File: config.mk
export PLATFORM = sky130hd
export DESIGN_NAME = cpu_core_param
export DESIGN_NICKNAME = d
export VERILOG_FILES = /design/src/rtl/cpu_core_pkg.sv /design/src/rtl/cpu_alu_w.sv /design/src/rtl/cpu_core_param.sv
export SDC_FILE = /design/constraint.sdc
export NUM_CORES = 1
export LEC_CHECK = 0
export CAP_MARGIN = 5
export CORE_MARGIN = 2
export CORE_UTILIZATION = 45
export CTS_CLUSTER_DIAMETER = 30
export DETAILED_ROUTE_END_ITERATION = 6
export HOLD_SLACK_MARGIN = 0.08
export PLACE_DENSITY = 0.66
export RECOVER_POWER = 100
export SLEW_MARGIN = 20
export SYNTH_ARGS = -nofsm -noshare
export SYNTH_HDL_FRONTEND = slang
export SYNTH_SLANG_ARGS = --single-unit
File: constraint.sdc
create_clock -name clk -period 4.9 [get_ports clk]
set_input_delay 0.98 -clock clk [delete_from_list [all_inputs] [get_ports clk]]
set_output_delay 0.98 -clock clk [all_outputs]
set_load 0.03 [all_outputs]
File: src/rtl/cpu_core_pkg.sv
// Shared definitions for the parametrised accumulator core: opcodes, FSM states,
// ALU operation codes and the instruction-width helper.
package cpu_core_pkg;

  localparam logic [3:0] OP_NOP  = 4'h0;
  localparam logic [3:0] OP_LOAD = 4'h1;
  localparam logic [3:0] OP_ADD  = 4'h2;
  localparam logic [3:0] OP_SUB  = 4'h3;
  localparam logic [3:0] OP_AND  = 4'h4;
  localparam logic [3:0] OP_OR   = 4'h5;
  localparam logic [3:0] OP_JMP  = 4'h6;
  localparam logic [3:0] OP_JZ   = 4'h7;
  localparam logic [3:0] OP_OUT  = 4'h8;
  localparam logic [3:0] OP_XOR  = 4'h9;
  localparam logic [3:0] OP_JNZ  = 4'hA;
  localparam logic [3:0] OP_JC   = 4'hB;
  localparam logic [3:0] OP_CALL = 4'hC;
  localparam logic [3:0] OP_RET  = 4'hD;
  localparam logic [3:0] OP_HALT = 4'hF;

  typedef enum logic [2:0] {
    S_FETCH    = 3'd0,
    S_DECODE   = 3'd1,
    S_EXEC     = 3'd2,
    S_OUT_WAIT = 3'd3,
    S_HALT     = 3'd4
  } state_e;

  typedef enum logic [2:0] {
    ALU_PASS = 3'd0,
    ALU_ADD  = 3'd1,
    ALU_SUB  = 3'd2,
    ALU_AND  = 3'd3,
    ALU_OR   = 3'd4,
    ALU_XOR  = 3'd5,
    ALU_NONE = 3'd6
  } alu_op_e;

  // Instruction word: {opcode[3:0], reserved[3:0], imm[data_w-1:0]}
  function automatic int instr_width(input int data_w);
    return 8 + data_w;
  endfunction

endpackage

File: src/rtl/cpu_alu_w.sv
// Combinational ALU: y = a op b, z = (y == 0), c = add carry-out or subtract borrow.
module cpu_alu_w
  import cpu_core_pkg::*;
#(
  parameter int DATA_W = 8
) (
  input  logic [DATA_W-1:0] a_i,
  input  logic [DATA_W-1:0] b_i,
  input  alu_op_e           op_i,
  output logic [DATA_W-1:0] y_o,
  output logic              z_o,
  output logic              c_o
);

  logic [DATA_W:0] ext_s;

  // The extra top bit of the widened result is the carry (ADD) or borrow (SUB)
  always_comb begin
    ext_s = '0;
    y_o   = a_i;
    c_o   = 1'b0;
    case (op_i)
      ALU_PASS: y_o = b_i;
      ALU_ADD: begin
        ext_s = {1'b0, a_i} + {1'b0, b_i};
        y_o   = ext_s[DATA_W-1:0];
        c_o   = ext_s[DATA_W];
      end
      ALU_SUB: begin
        ext_s = {1'b0, a_i} - {1'b0, b_i};
        y_o   = ext_s[DATA_W-1:0];
        c_o   = ext_s[DATA_W];
      end
      ALU_AND: y_o = a_i & b_i;
      ALU_OR:  y_o = a_i | b_i;
      ALU_XOR: y_o = a_i ^ b_i;
      default: y_o = a_i;
    endcase
  end

  assign z_o = (y_o == '0);

endmodule

File: src/rtl/cpu_core_param.sv
// Accumulator CPU core: req/valid instruction fetch, back-pressured output port, HALT.
// Define CPU_CALLSTACK_EN to give opcodes C/D CALL/RET semantics with a STACK_DEPTH-entry stack.
module cpu_core_param
  import cpu_core_pkg::*;
#(
  parameter int DATA_W      = 8,
  parameter int ADDR_W      = 8,
  parameter int STACK_DEPTH = 4
) (
  input  logic                           clk,
  input  logic                           rst_n,
  output logic                           imem_req,
  output logic [ADDR_W-1:0]              imem_addr,
  input  logic                           imem_valid,
  input  logic [instr_width(DATA_W)-1:0] imem_data,
  output logic [DATA_W-1:0]              out_data,
  output logic                           out_valid,
  input  logic                           out_ready,
  output logic                           halted,
  output logic                           stack_err
);

  localparam int INSTR_W = instr_width(DATA_W);

  state_e             state_q;
  logic [ADDR_W-1:0]  pc_q;
  logic [INSTR_W-1:0] ir_q;
  logic [DATA_W-1:0]  acc_q;
  logic [DATA_W-1:0]  out_data_q;
  logic               zf_q;
  logic               cf_q;
  logic               out_valid_q;
  logic               halted_q;

  logic [3:0]         opcode_s;
  logic [DATA_W-1:0]  imm_s;
  logic [ADDR_W-1:0]  target_s;
  alu_op_e            alu_op_s;
  logic               alu_wr_s;
  logic [DATA_W-1:0]  alu_y_s;
  logic               alu_z_s;
  logic               alu_c_s;
  logic               unused_rsvd_s;

  assign opcode_s      = ir_q[INSTR_W-1 -: 4];
  assign imm_s         = ir_q[DATA_W-1:0];
  assign target_s      = imm_s[ADDR_W-1:0];
  assign unused_rsvd_s = ^ir_q[DATA_W+3:DATA_W];

`ifdef CPU_CALLSTACK_EN
  localparam int SP_W  = $clog2(STACK_DEPTH + 1);
  localparam int IDX_W = (STACK_DEPTH > 1) ? $clog2(STACK_DEPTH) : 1;

  logic [ADDR_W-1:0]  stack_q [STACK_DEPTH];
  logic [SP_W-1:0]    sp_q;
  logic [SP_W-1:0]    sp_dec_s;
  logic               stack_err_q;

  assign sp_dec_s  = sp_q - SP_W'(1);
  assign stack_err = stack_err_q;
`else
  localparam int unused_depth_lp = STACK_DEPTH;

  assign stack_err = 1'b0;
`endif

  // Map opcodes onto ALU operations; only data operations write acc and flags
  always_comb begin
    alu_op_s = ALU_NONE;
    alu_wr_s = 1'b0;
    case (opcode_s)
      OP_LOAD: begin alu_op_s = ALU_PASS; alu_wr_s = 1'b1; end
      OP_ADD:  begin alu_op_s = ALU_ADD;  alu_wr_s = 1'b1; end
      OP_SUB:  begin alu_op_s = ALU_SUB;  alu_wr_s = 1'b1; end
      OP_AND:  begin alu_op_s = ALU_AND;  alu_wr_s = 1'b1; end
      OP_OR:   begin alu_op_s = ALU_OR;   alu_wr_s = 1'b1; end
      OP_XOR:  begin alu_op_s = ALU_XOR;  alu_wr_s = 1'b1; end
      default: begin alu_op_s = ALU_NONE; alu_wr_s = 1'b0; end
    endcase
  end

  cpu_alu_w #(.DATA_W(DATA_W)) u_alu (
    .a_i  (acc_q),
    .b_i  (imm_s),
    .op_i (alu_op_s),
    .y_o  (alu_y_s),
    .z_o  (alu_z_s),
    .c_o  (alu_c_s)
  );

  // Core FSM: fetch / decode / execute plus output handshake and halt
  always_ff @(posedge clk or negedge rst_n) begin
    if (!rst_n) begin
      state_q     <= S_FETCH;
      pc_q        <= '0;
      ir_q        <= '0;
      acc_q       <= '0;
      zf_q        <= 1'b1;
      cf_q        <= 1'b0;
      out_data_q  <= '0;
      out_valid_q <= 1'b0;
      halted_q    <= 1'b0;
`ifdef CPU_CALLSTACK_EN
      sp_q        <= '0;
      stack_err_q <= 1'b0;
      for (int i = 0; i < STACK_DEPTH; i++) stack_q[i] <= '0;
`endif
    end else begin
      case (state_q)
        S_FETCH: begin
          if (imem_valid) begin
            ir_q    <= imem_data;
            pc_q    <= pc_q + ADDR_W'(1);
            state_q <= S_DECODE;
          end
        end
        S_DECODE: state_q <= S_EXEC;
        S_EXEC: begin
          state_q <= S_FETCH;
          if (alu_wr_s) begin
            acc_q <= alu_y_s;
            zf_q  <= alu_z_s;
            cf_q  <= alu_c_s;
          end
          case (opcode_s)
            OP_JMP: pc_q <= target_s;
            OP_JZ:  if (zf_q)  pc_q <= target_s;
            OP_JNZ: if (!zf_q) pc_q <= target_s;
            OP_JC:  if (cf_q)  pc_q <= target_s;
            OP_OUT: begin
              out_data_q  <= acc_q;
              out_valid_q <= 1'b1;
              state_q     <= S_OUT_WAIT;
            end
            OP_HALT: begin
              halted_q <= 1'b1;
              state_q  <= S_HALT;
            end
`ifdef CPU_CALLSTACK_EN
            // pc already points past the CALL, so it is the return address
            OP_CALL: begin
              if (sp_q == SP_W'(STACK_DEPTH)) begin
                stack_err_q <= 1'b1;
              end else begin
                stack_q[sp_q[IDX_W-1:0]] <= pc_q;
                sp_q                     <= sp_q + SP_W'(1);
                pc_q                     <= target_s;
              end
            end
            OP_RET: begin
              if (sp_q == '0) begin
                stack_err_q <= 1'b1;
              end else begin
                pc_q <= stack_q[sp_dec_s[IDX_W-1:0]];
                sp_q <= sp_dec_s;
              end
            end
`endif
            default: ;
          endcase
        end
        S_OUT_WAIT: begin
          if (out_ready) begin
            out_valid_q <= 1'b0;
            state_q     <= S_FETCH;
          end
        end
        S_HALT:  state_q <= S_HALT;
        default: state_q <= S_FETCH;
      endcase
    end
  end

  assign imem_req  = (state_q == S_FETCH);
  assign imem_addr = pc_q;
  assign out_data  = out_data_q;
  assign out_valid = out_valid_q;
  assign halted    = halted_q;

endmodule

==> impl_metrics.env, run 1 <==
export IMPL_path_common_cell="or3b_1"
export IMPL_hold_class="register to register"
export IMPL_synth_edf_count=0
export IMPL_clkLatencyLatePin_ns=0.31
export IMPL_post_drt_wl_per_cell_um=16.53
export IMPL_drc_errors=0
export IMPL_antenna_found_initial=0
export IMPL_slowest_stage="dfrtp_1"
export IMPL_cts_setup_buffers=0
export IMPL_routed_wl_mm=8.101
export IMPL_p_per_area_nw_per_um2=752.9
export IMPL_async_reset_ff_frac=1.000
export IMPL_fmaxAchievable_mhz=275.0
export IMPL_worstPathRequired_ns=5.14
export IMPL_r2r_cells=11
export IMPL_place_ws_ns=1.328
export IMPL_vdd_drop_max_uv=254.2
export IMPL_status="complete, but fails checks"
export IMPL_post_route_period_util=0.7421
export IMPL_overflow=0
export IMPL_syn2layout_area_growth_pct=14.62
export IMPL_drive_above_1_share=0.06853
export IMPL_syn_num_nets=422
export IMPL_drt_initial_drc_count=208
export IMPL_cts_tree="yes"
export IMPL_synth_area_um2=3218
export IMPL_synth_xor_area_frac=0.01594
export IMPL_worstHoldEndpoint="out_data[1]"
export IMPL_netlist_instances=371
export IMPL_chipHeight_um=88.57
export IMPL_first_global_vias=2575
export IMPL_slew_violations=44
export IMPL_hold_start="out_data[1]"
export IMPL_yosys_area_share_adder=0.1252
export IMPL_synth_simple_area_share=0.1874
export IMPL_vias=2842
export IMPL_criticalPathCategory="register to register"
export IMPL_cp_arrival_ns=3.88
export IMPL_hpwl_mm=5.857
export IMPL_seq_area_frac_synth=0.3348
export IMPL_worst_pin_slew_ns=2.327
export IMPL_cts_inserted_buffers=5
export IMPL_cts_root_buf="clkbuf_8"
export IMPL_rows=30
export IMPL_hold_viol=0
export IMPL_port_buffers=34
export IMPL_path_clk_slew_ns=0.09
export IMPL_start_util=0.4685
export IMPL_finalPower_mw=2.777
export IMPL_synth_avg_cell_area_um2=8.674
export IMPL_whs_ns=0.4751
export IMPL_endpoint_kind="register"
export IMPL_period_needed_ns=3.636
export IMPL_place_congestion=0.8857
export IMPL_p_leak_nw=1.603
export IMPL_slew_headroom=-0.5513
export IMPL_worst_setup_path_start_kind="register"
export IMPL_antenna_cells=0
export IMPL_cap_violations=1
export IMPL_violations="capacitance limit, slew limit"
export IMPL_setup_slack_ns=1.264
export IMPL_grt_usage=0.2203
export IMPL_rsz0062_at_grt="no"
export IMPL_nets=444
export IMPL_synthFlopType="dfrtp_1"
export IMPL_ant_nets=0
export IMPL_synth_compound_area_share=0.2589
export IMPL_ys_seq_elements=43
export IMPL_instances_no_fill=490
export IMPL_regToRegStartpoint="ir_q[14]"
export IMPL_critical_path_max_stage_delay_ns=0.65
export IMPL_dpl_cell_area_um2=3598
export IMPL_r2r_slack_ns=1.26
export IMPL_design_area_um2=3689
export IMPL_final_setup_viol_count=0
export IMPL_avgViaCountPerCell=5.800
export IMPL_drtPass1Iterations=5
export IMPL_r2r_end="zf_q"
export IMPL_synth_cell_types=71
export IMPL_cts_hold_buffers_added=0
export IMPL_cts_buffer_depth=2
export IMPL_ctsResizeCount=0
export IMPL_fp_dieW_um=88.57
export IMPL_ios=40
export IMPL_yosys_warnings=0
export IMPL_grt_max_degree=44
export IMPL_die_area_um2=7844
export IMPL_tns_ns=0
export IMPL_path_cells="or3b_1 > o21ai_0 > nand2_1 > ha_1 > or3b_1 > nor2_1 > a221oi_1 > o2111ai_1 > a211oi_1 > and4b_1 > a41o_1"
export IMPL_fill_cells=677
export IMPL_crit_fanout=14
export IMPL_cts_max_level=2
export IMPL_design_core_area_um2=6869
export IMPL_fin_skew_ns=0.006648
export IMPL_cts_num_sinks=43
export IMPL_hold_path_depth=2
export IMPL_dp_cells=482
export IMPL_synth_top_family_by_area="compound AO/OA/AOI/OAI gates"
export IMPL_utilization=0.5370
export IMPL_muxShareOfSynthArea=0.01672
export IMPL_grt_pass1_wl_mm=13.23
-- synth_stat cells (4+ instances only) --
| master | instances | area [um^2] |
|---|---|---|
| o21ai_0 | 32 | 160.2 |
| ha_1 | 29 | 362.9 |
| a31oi_1 | 4 | 25.02 |
| inv_1 | 25 | 93.84 |
| o22a_1 | 4 | 35.03 |
| a221oi_1 | 6 | 52.55 |
| o21bai_1 | 4 | 30.03 |
| a211oi_1 | 4 | 30.03 |
| nor3_1 | 11 | 55.05 |
| o21ai_1 | 12 | 60.06 |
| nor2_1 | 25 | 93.84 |
| clkbuf_1 | 14 | 52.55 |
| nand3_1 | 4 | 20.02 |
| a21oi_1 | 21 | 105.1 |
| nand2_1 | 41 | 153.9 |
| nand2b_1 | 8 | 50.05 |
| buf_2 | 4 | 20.02 |
| dfrtp_1 | 42 | 1051 |
-- layout make-up --
| cell class | instances | area (um^2) | area share |
|---|---|---|---|
| Clock inverter | 3 | 43.79 | 0.01187 |
| Inverter | 25 | 93.84 | 0.02544 |
| Timing Repair Buffer | 36 | 345.3 | 0.09362 |
| Clock buffer | 5 | 68.82 | 0.01866 |
| Sequential cell | 43 | 1077 | 0.2921 |
| Tap cell | 96 | 120.1 | 0.03256 |
| Multi-Input combinational cell | 282 | 1939 | 0.5258 |
-- placed cells by master (no fill, tap or decap), drive strengths merged, types with 4 or more instances in the layout --
master	n
o21ai	46
dfrtp	42
nand2	41
ha	29
inv	25
nor2	25
a21oi	21
dlygate4sd3	20
clkdlybuf4s50	13
nor3	12
nand2b	9
clkbuf	7
a221oi	6
a31oi	4
nand3	4
o22a	4
o21bai	4
a211oi	4
a21o	4
xnor2	4
-- report_power, final --
group	internal (mW)	switching, mW	total, mW
registers	0.507	0.212	0.719
logic	0.695	1.07	1.77
clock network	0.152	0.140	0.292
total	1.35	1.42	2.78
-- sequential cells by signal (all words and copies together) (netlist names) --
name,flops
state_q,3
imem_addr,8
out_valid,1
out_data,8
cf_q,1
halted,1
ir_q,12
acc_q,8
zf_q,1
-- worst max path at each step --
stage	from	endpoint	slack (ns)	cells after the start
final	ir_q[14]	zf_q	1.26	11
after global routing	ir_q[14]	zf_q	1.10	11
after CTS	ir_q[14]	zf_q	1.31	11
after detailed placement	ir_q[14]	zf_q	1.33	11
after global placement	ir_q[14]	zf_q	1.38	11
after floorplan	ir_q[12]	zf_q	1.89	13
-- cell families (layout without fill, tap and decap cells) --
| group | Yosys count | count (layout) |
|---|---|---|
| AO/OA/AOI/OAI | 125 | 125 |
| XOR/XNOR | 5 | 5 |
| adder cells (fa/ha/maj) | 31 | 31 |
| buffers and inverters | 46 | 69 |
| flip-flops | 43 | 43 |
| multiplexers | 5 | 5 |
| other | 1 | 1 |
| AND/OR/NAND/NOR | 115 | 115 |
-- per-layer routing --
metal	part of all wire	track usage
met1	0.46	0.3015
met2	0.47	0.3636
met3	0.043	0.02985
met4	0.018	0.06749
met5	0	0
-- worst max-delay path, delay by kind of cell, from the launching register on --
family	cells	cell delay [ns]
AO/OA/AOI/OAI	5	0.80
adder cells (fa/ha/maj)	1	0.30
flip-flops	1	0.65
AND/OR/NAND/NOR	5	1.81
Note: power is estimated with default switching activity, not from simulation.
==> inputs of run 2 (changes only) <==
==> constraint.sdc (replaced) <==
create_clock -name clk -period 3.6 [get_ports clk]
set_input_delay 0.72 -clock clk [delete_from_list [all_inputs] [get_ports clk]]
set_output_delay 0.72 -clock clk [all_outputs]
set_load 0.03 [all_outputs]
==> impl_metrics.env, run 2 (synthesis gave the netlist of run 1 again) <==
export IMPL_slew_violations=44
export IMPL_r2r_slack_ns=0.32
export IMPL_cts_num_sinks=43
export IMPL_drtPass1Iterations=4
export IMPL_nets=451
export IMPL_status="complete, but fails checks"
export IMPL_cts_hold_buffers_added=0
export IMPL_drc_errors=0
export IMPL_clkLatencyLatePin_ns=0.31
export IMPL_chipHeight_um=88.57
export IMPL_ant_nets=0
export IMPL_violations="capacitance limit, slew limit"
export IMPL_cts_max_level=2
export IMPL_routed_wl_mm=8.385
export IMPL_hold_start="out_data[3]"
export IMPL_vdd_drop_max_uv=405.4
export IMPL_fin_skew_ns=0.008177
export IMPL_p_leak_nw=1.609
export IMPL_r2r_end="zf_q"
export IMPL_post_route_period_util=0.9122
export IMPL_hpwl_mm=6.026
export IMPL_cts_inserted_buffers=5
export IMPL_endpoint_kind="register"
export IMPL_cts_tree="yes"
export IMPL_place_congestion=0.8918
export IMPL_crit_fanout=13
export IMPL_rsz0062_at_grt="no"
export IMPL_fmaxAchievable_mhz=304.5
export IMPL_slew_headroom=-0.6012
export IMPL_fp_dieW_um=88.57
export IMPL_regToRegStartpoint="ir_q[12]"
export IMPL_criticalPathCategory="register to register"
export IMPL_post_drt_wl_per_cell_um=16.87
export IMPL_final_setup_viol_count=0
export IMPL_mostFrequentLayoutCell="o21ai_0"
export IMPL_antenna_found_initial=0
export IMPL_overflow=0
export IMPL_grt_usage=0.2316
export IMPL_drive_above_1_share=0.07980
export IMPL_worstPathRequired_ns=3.84
export IMPL_cp_arrival_ns=3.53
export IMPL_grt_max_degree=44
export IMPL_drt_initial_drc_count=257
export IMPL_ctsResizeCount=0
export IMPL_worstHoldEndpoint="out_data[3]"
export IMPL_hold_viol=0
export IMPL_design_core_area_um2=6869
export IMPL_cts_setup_buffers=0
export IMPL_p_per_area_nw_per_um2=1020
export IMPL_hold_class="register to register"
export IMPL_period_needed_ns=3.284
export IMPL_vias=2884
export IMPL_r2r_cells=12
export IMPL_rows=30
export IMPL_fill_cells=694
export IMPL_ios=40
export IMPL_utilization=0.5404
export IMPL_cap_violations=1
export IMPL_start_util=0.4685
export IMPL_layout_common_cells="o21ai_0, dfrtp_1, nand2_1"
export IMPL_die_area_um2=7844
export IMPL_largest_reg_flops=12
export IMPL_tns_ns=0
export IMPL_worst_setup_path_start_kind="register"
export IMPL_largest_register="ir_q"
export IMPL_syn2layout_area_growth_pct=15.36
export IMPL_port_buffers=34
export IMPL_avgViaCountPerCell=5.803
export IMPL_hold_path_depth=2
export IMPL_first_global_vias=2693
export IMPL_cts_buffer_depth=2
export IMPL_antenna_cells=0
export IMPL_cts_root_buf="clkbuf_8"
export IMPL_path_clk_slew_ns=0.10
export IMPL_grt_pass1_wl_mm=13.90
export IMPL_worst_pin_slew_ns=2.402
==> run 2: cell types whose count changed in the layout (fill, tap and decap cells not counted), sizes merged <==
cell / delta
buf: +4
inv: +1
clkbuf: +3
clkinv: -2
bufinv: -1
clkinvlp: +2
==> run 2: layout make-up <==
class                      instances  area [um^2]  area share
tap                               96        120.1     0.03236
inverter                          25        93.84     0.02528
clock inverter                     3        23.77    0.006404
sequential                        43         1077      0.2902
multi-input combinational        282         1942      0.5231
clock buffer                       5        68.82     0.01854
timing repair buffer              43        386.6      0.1041
==> run 2: metrics by stage <==
stage	worst slack, ns	hold WS [ns]	cell area, um^2	power, mW	instances
after CTS	0.4200	0.4935	3744	3.831	497
after floorplan	0.5879	0.4244	3218	2.764	371
after global placement	0.4920	0.4619	3651	3.412	489
after detailed placement	0.4732	0.4674	3651	3.467	489
after global routing	0.1231	0.5171	3712	4.125	497
final	0.3163	0.4767	3712	3.786	497
==> run 2: worst max-delay path by stage <==
stage | depth (start not counted) | to | from
finish | 12 | zf_q | ir_q[12]
detailed placement | 11 | zf_q | ir_q[12]
global route | 12 | zf_q | ir_q[12]
global placement | 11 | zf_q | ir_q[12]
floorplan | 13 | zf_q | ir_q[12]
CTS | 12 | zf_q | ir_q[12]
==> run 2: layer usage <==
metal	vias up	wire (um)	GRT usage
li1	1388	-	-
met5	-	0	0
met2	69	3998	0.3732
met4	0	144	0.06749
met3	15	347	0.03265
met1	1412	3894	0.3250
==> run 2: worst max-delay path: stages (launching register included) <==
cell and delay [ns]:
dfrtp_1 0.53, or3b_1 0.48, o21ai_0 0.10, nand2_1 0.08, ha_1 0.19, or3b_1 0.49, nor2_1 0.32, clkbuf_1 0.21
a221o_1 0.16, a211oi_1 0.05, o21ai_0 0.14, a22oi_1 0.17, a41o_1 0.28
==> run 2: power by group <==
part           internal [mW]  switching, mW
clock network          0.139          0.194
registers              0.691          0.254
logic                  0.977           1.53
